`src/rtl/div.sv`:
```
// Sequential unsigned restoring divider, 16/8 -> 16-bit quotient, 8-bit remainder, one bit per clock.
// Latency 16 cycles from accept to done; start is accepted only while ready, otherwise ignored (no queueing).
module div (
    input  logic        clk,
    input  logic        rst,
    input  logic        start,
    input  logic [15:0] a,
    input  logic [7:0]  b,
    output logic        ready,
    output logic        busy,
    output logic        done,
    output logic [15:0] q,
    output logic [7:0]  r,
    output logic        dbz
);

    localparam logic [0:0] IDLE = 1'b0;
    localparam logic [0:0] WORK = 1'b1;

    logic [0:0]  state;
    logic [3:0]  cnt;
    logic [15:0] dividend;
    logic [7:0]  divisor;
    logic [7:0]  rem;
    logic [15:0] quo;
    logic        zdiv;

    logic [8:0]  rem_t;
    logic        ge;
    logic [7:0]  rem_nx;
    logic [15:0] quo_nx;

    // The stored remainder is always < divisor, so only the trial value needs the ninth bit.
    always_comb begin
        rem_t  = {rem, dividend[15]};
        ge     = (rem_t >= {1'b0, divisor});
        rem_nx = ge ? 8'(rem_t - {1'b0, divisor}) : rem_t[7:0];
        quo_nx = {quo[14:0], ge};
    end

    always_ff @(posedge clk) begin
        if (rst) begin
            state    <= IDLE;
            ready    <= 1'b1;
            busy     <= 1'b0;
            done     <= 1'b0;
            q        <= 16'd0;
            r        <= 8'd0;
            dbz      <= 1'b0;
            cnt      <= 4'd0;
            dividend <= 16'd0;
            divisor  <= 8'd0;
            rem      <= 8'd0;
            quo      <= 16'd0;
            zdiv     <= 1'b0;
        end else begin
            done <= 1'b0;
            case (state)
                IDLE: begin
                    if (start) begin
                        dividend <= a;
                        divisor  <= b;
                        rem      <= 8'd0;
                        quo      <= 16'd0;
                        cnt      <= 4'd0;
                        zdiv     <= (b == 8'd0);
                        state    <= WORK;
                        ready    <= 1'b0;
                        busy     <= 1'b1;
                    end
                end
                WORK: begin
                    rem      <= rem_nx;
                    quo      <= quo_nx;
                    dividend <= {dividend[14:0], 1'b0};
                    cnt      <= cnt + 4'd1;
                    if (cnt == 4'd15) begin
                        state <= IDLE;
                        ready <= 1'b1;
                        busy  <= 1'b0;
                        done  <= 1'b1;
                        // Divide-by-zero still runs the full length but reports all-ones.
                        q     <= zdiv ? 16'hFFFF : quo_nx;
                        r     <= zdiv ? 8'hFF : rem_nx;
                        dbz   <= zdiv;
                    end
                end
                default: state <= IDLE;
            endcase
        end
    end

endmodule

```
`config.mk`:
```
export PLATFORM = sky130hd
export DESIGN_NAME = div
export DESIGN_NICKNAME = d
export VERILOG_FILES = /design/src/rtl/div.sv
export SDC_FILE = /design/constraint.sdc
export NUM_CORES = 1
export LEC_CHECK = 0
export ABC_AREA = 1
export BUFFER_PORTS_ARGS = -buffer_cell sky130_fd_sc_hd__buf_2
export CORE_ASPECT_RATIO = 0.6
export CORE_UTILIZATION = 60
export DETAILED_ROUTE_END_ITERATION = 16
export GPL_ROUTABILITY_DRIVEN = 0
export GPL_TIMING_DRIVEN = 0
export PLACE_DENSITY_LB_ADDON = 0.1
export SETUP_SLACK_MARGIN = 0.3
export SYNTH_ARGS = -nofsm -noshare
export SYNTH_HDL_FRONTEND = slang
export SYNTH_SLANG_ARGS = --single-unit
```
`constraint.sdc`:
```
create_clock -name clk -period 5.1 [get_ports clk]
set_input_delay 0 -clock clk [delete_from_list [all_inputs] [get_ports clk]]
set_output_delay 0 -clock clk [all_outputs]
set_load 0.01 [all_outputs]
```
# == Word-level counts from Yosys, hierarchy flattened ==
# Index checks and enable logic that the tools add are counted.
# totals
regBits,81
in_bits,27
out_inout_bits,28
elab_cells,46
# classes
bitwise_logic,1
n_reduce_logical,5
magnitude_cmp,1
eq_ne,3
addsub,2
n_mux,21
# op_table
operator,count
$mux W16,2
$pmux W16 S2,1
$pmux W15 S2,1
$mux W8,3
$pmux W8 S2,1
$mux W15,1
$ge A9 B8 Y1,1
$logic_not A8 Y1,1
$pmux W4 S2,1
$sub A8 B8 Y8,1
$mux W1,7
$pmux W1 S2,3
$reduce_and A2 Y1,3
$add A4 B1 Y4 const B,1
$eq A4 B4 Y1 const B,1
$mux W4,1
$ne A2 B1 Y1 const B,1
$ne A2 B2 Y1 const B,1
$reduce_or A2 Y1,1
$not A1 Y1,1

# == Depth between registers and ports, before layout ==
# depth
ltp_word,3
ltp_mapped,14
mapped_depth_nobuf,13

# == Worst setup path after synthesis ==
# No wires, ideal clock.
# synth_path
kind,reg2reg
startpoint,reg divisor[2]
endpoint,reg r[3]
setup_ns,0.113
path_stages_with_launch,14
t_required_ns,4.987
n_path_buf,1
t_arrival_ns,1.488
path_slack_ns,3.499
period_less_slack_ns,1.601
cell_sequence,dfxtp_1 > inv_1 > ha_1 > buf_2 > nand2_2 > nor2_1 > nand2_1 > nand2_2 > nor2_8 > nand2_8 > nand2_2 > nand2_2 > o21ai_1 > inv_1
# synth_via
elab_chain_cells,3
elab_cells_between_ends,4
classes_between,1 x add/sub; 1 x order compare; 2 x mux
# synth_rtl
element,line_no,source
start: declaration,23,logic [7:0] divisor;
start signal: assignment,52,divisor <= 8'd0;
start signal: assignment,62,divisor <= b;
$sub A8 B8 Y8 or $ge A9 B8 Y1 (tied branches),"37, 36",
$mux W8 (*),37,"rem_nx = ge ? 8'(rem_t - {1'b0, divisor}) : rem_t[7:0];"
$mux W8 (*),84,r <= zdiv ? 8'hFF : rem_nx;
end signal: assignment,84,
end: declaration,13,"output logic [7:0] r,"
# Every way passes the cells marked *; elsewhere a longest branch is shown, timed or not.
# A chain may end at the register's enable or synchronous reset.

# == Worst setup path in the final report ==
# layout_path
startpoint,reg divisor[2]
endpoint,reg r[2]
# Same word-level chain as after synthesis.

==> reports/results.ini <==
[detailed_routing]
drt-total-wl_mm=8.77
avgRoutedWirePerCell_um=13.4
drt_iter0_markers=274
viasPerCell=5.29
dr.pass1.iters=5
route.detailed.drc=0
num_vias=3450
ant_nets=0

[clock_network]
cts_resized=0
cts_buffers=9
cts_setup_buffers=0
cts.clk_slew.worst_paths_ps=90
cts_root_buf=clkbuf_8
cts.sinks=81
clockBufferDepth=2
cts_tree=built
htreeDepth=3
clock_latency_ps=360

[cells_and_area]
synthToLayoutAreaGrowth_pct=21.9
register_area_um2=1620
diodes=0
final_cell_mix=153 x nand2_1, 81 x dfxtp_1, 63 x buf_2, 49 x inv_1, 37 x a21oi_1
multiInputGateArea_um2=1700
nets=604
layout_commonest_cell=nand2_1
final_layout_size_suffix_gt1_frac=0.194
nFillCells=433

[timing]
tns_ps=0
hold_violations=0
rsz0062_at_grt=no
holdWs_ps=96.0
setup_viol=0
worstMarginPinSlew_ps=544
skew_ps=8.13
finalCritPeriodShare=0.366
fin_crit_ps=1860
slew_viol_final=0
maxSlewHeadroom=0.637
clock.fmax_mhz=536

[synth]
ys_ff_latch=81
synth_fp_nets=516
ys_seq_area_frac=0.449
synth.area.mux_share=0
ys_warn_count=0
synthSimpleGateAreaFrac=0.275
synth_fa_ha_area_frac=0.0367
synth_cells=479
ys_types=37
netlist_area_um2=3610
synth_top_family_by_area=simple AND/OR/NAND/NOR gates
synth-compound-area-share=0.150
syn_area_per_cell_um2=7.55
synth-xor-area-share=0.00727

[power]
power_density_nw_per_um2=470
swShare=0.428
switchingPower_w=0.000885
comb_power_share=0.440
p_int_w=0.00118
peakVddDrop_v=0.000299
p_seq_frac=0.346
clkPwrFrac=0.214
leakagePower_nw=2.17

[worst_setup_path]
crit_arrival_ps=2130
path_class=flip-flop to flip-flop
slowest_delay_ps=310
crit_path_top_delay_cell=dfxtp_1
path_cells=inv_1, ha_1, buf_2, nand2_2, nor2_1, nand2_1, nand3_2, nand2_4, nand2_8, nand2_1, nand2_1, nand2_1, nand2_1, inv_1
path_max_fanout=10
end_kind=flip-flop
cpMostUsedCell=nand2_1
start_kind=flip-flop
worstPathRequired_ps=5370

[placed_design]
io_buffer_count=53
hpwl_mm=6.11

[hold_path]
worstHoldPathType=input port to flip-flop

[grt]
antenna_found_initial=0
grt_usage=0.300
grt_pass1_wl_mm=14.6
grt_start_max_net_pins=17
grt_pass1_vias=3120
grt-ovfl-total=0

[die]
coreArea_um2=5700
rows=21
chipHeight_um=62.1
start_util=0.634
die-area_um2=6350
die_width_um=102
io-pin-count=55

[flow_run]
drv_cap=0

[status]
status=finished clean

[state kept, by name (all words and copies together), names as in the netlist]
signal,count
rem,8
busy,1
dividend,16
dbz,1
zdiv,1
ready,1
cnt,4
q,16
quo,15
state,1
r,8
divisor,8
done,1
[critical path, delay by kind of cell (launching register included)]
| kind | cells | cell delay (ps) |
|---|---|---|
| AND/OR/NAND/NOR | 10 | 920 |
| flip-flops | 1 | 310 |
| buffers and inverters | 3 | 280 |
| adder cells (fa/ha/maj) | 1 | 270 |
[through the flow]
step	area (µm²)	util	std cells	total power [W]	setup WS (ps)
after floorplan	3610	-	479	0.00142	3500
after detailed placement	3980	0.698	612	0.00160	3290
after CTS	4410	0.773	652	0.00205	3260
final	4410	0.773	652	0.00207	3240
after global placement	3980	0.698	612	0.00158	3290
after global routing	4410	0.773	652	0.00221	3020
[what timing repair did]
| item | CTS | global route |
|---|---|---|
| hold endpoints to repair | 25 | 0 |
| hold buffers | 24 | 0 |
| setup endpoints to repair | 0 | 0 |
[cell usage after synthesis]
master / instances / area [µm²]
nor4_1: 2 / 12.5
nand3_2: 1 / 10.0
o21ai_1: 2 / 10.0
buf_4: 1 / 7.51
nand2_2: 9 / 56.3
xor2_1: 1 / 8.76
a21oi_1: 37 / 185
fa_1: 1 / 20.0
o221a_2: 11 / 124
o21ai_0: 15 / 75.1
a21o_1: 1 / 7.51
o221ai_1: 1 / 8.76
a211oi_1: 1 / 7.51
nand3b_1: 5 / 37.5
inv_2: 1 / 3.75
nor2_4: 1 / 11.3
buf_1: 2 / 7.51
nand2_1: 153 / 574
nor2_8: 1 / 20.0
clkinv_1: 1 / 3.75
ha_1: 9 / 113
nand2_8: 1 / 20.0
nor2_1: 29 / 109
nand4_2: 1 / 12.5
nand2_4: 1 / 11.3
buf_2: 10 / 50.1
nand4_1: 2 / 12.5
a22oi_1: 12 / 90.1
dfxtp_1: 81 / 1620
nand3_1: 18 / 90.1
nor3b_1: 1 / 7.51
o211ai_1: 1 / 7.51
xnor2_1: 2 / 17.5
a21oi_2: 3 / 26.3
inv_1: 49 / 184
nor3_2: 1 / 10.0
clkbuf_1: 11 / 41.3
[cell type report]
type                       instances  area share
clock inverter                     7      0.0139
inverter                          51      0.0435
timing repair buffer              77       0.115
sequential                        81       0.368
clock buffer                       9      0.0281
multi-input combinational        323       0.385
buffer                            24      0.0241
tap                               80      0.0227
[logic make-up after synthesis]
kind of cell               after synthesis
DFF                                     81
xor gates and xnor gates                 3
and+or+nand+nor                        226
adders and majority gates               10
AOI/OAI and AO/OA                       84
buffers and inverters                   75
[final timing paths]
path                            startpoint    end  slack, ps  depth (start not counted)
worst min-delay path                   rst   r[3]        100                          4
worst max register to register  divisor[2]   r[2]       3240                         14
worst max-delay path            divisor[2]   r[2]       3240                         14
worst min register to register       q[13]  q[13]        450                          2
[routing by layer]
layer	up-vias	wire length, µm	global-route usage
met4	0	111	0.0750
met2	137	3760	0.454
met5	-	0	0
met3	15	644	0.0687
li1	1722	-	-
met1	1576	4250	0.429
[power groups by stage]
stage	Clock, W	Combinational [W]	Sequential (W)
2_1_floorplan	0	0.000699	0.000716
3_3_place_gp	0	0.000859	0.000726
3_5_place_dp	0	0.000873	0.000728
4_1_cts	0.000446	0.000890	0.000713
5_1_grt	0.000477	0.00101	0.000720
6_report	0.000443	0.000909	0.000716
(Power assumes the default switching activity.)
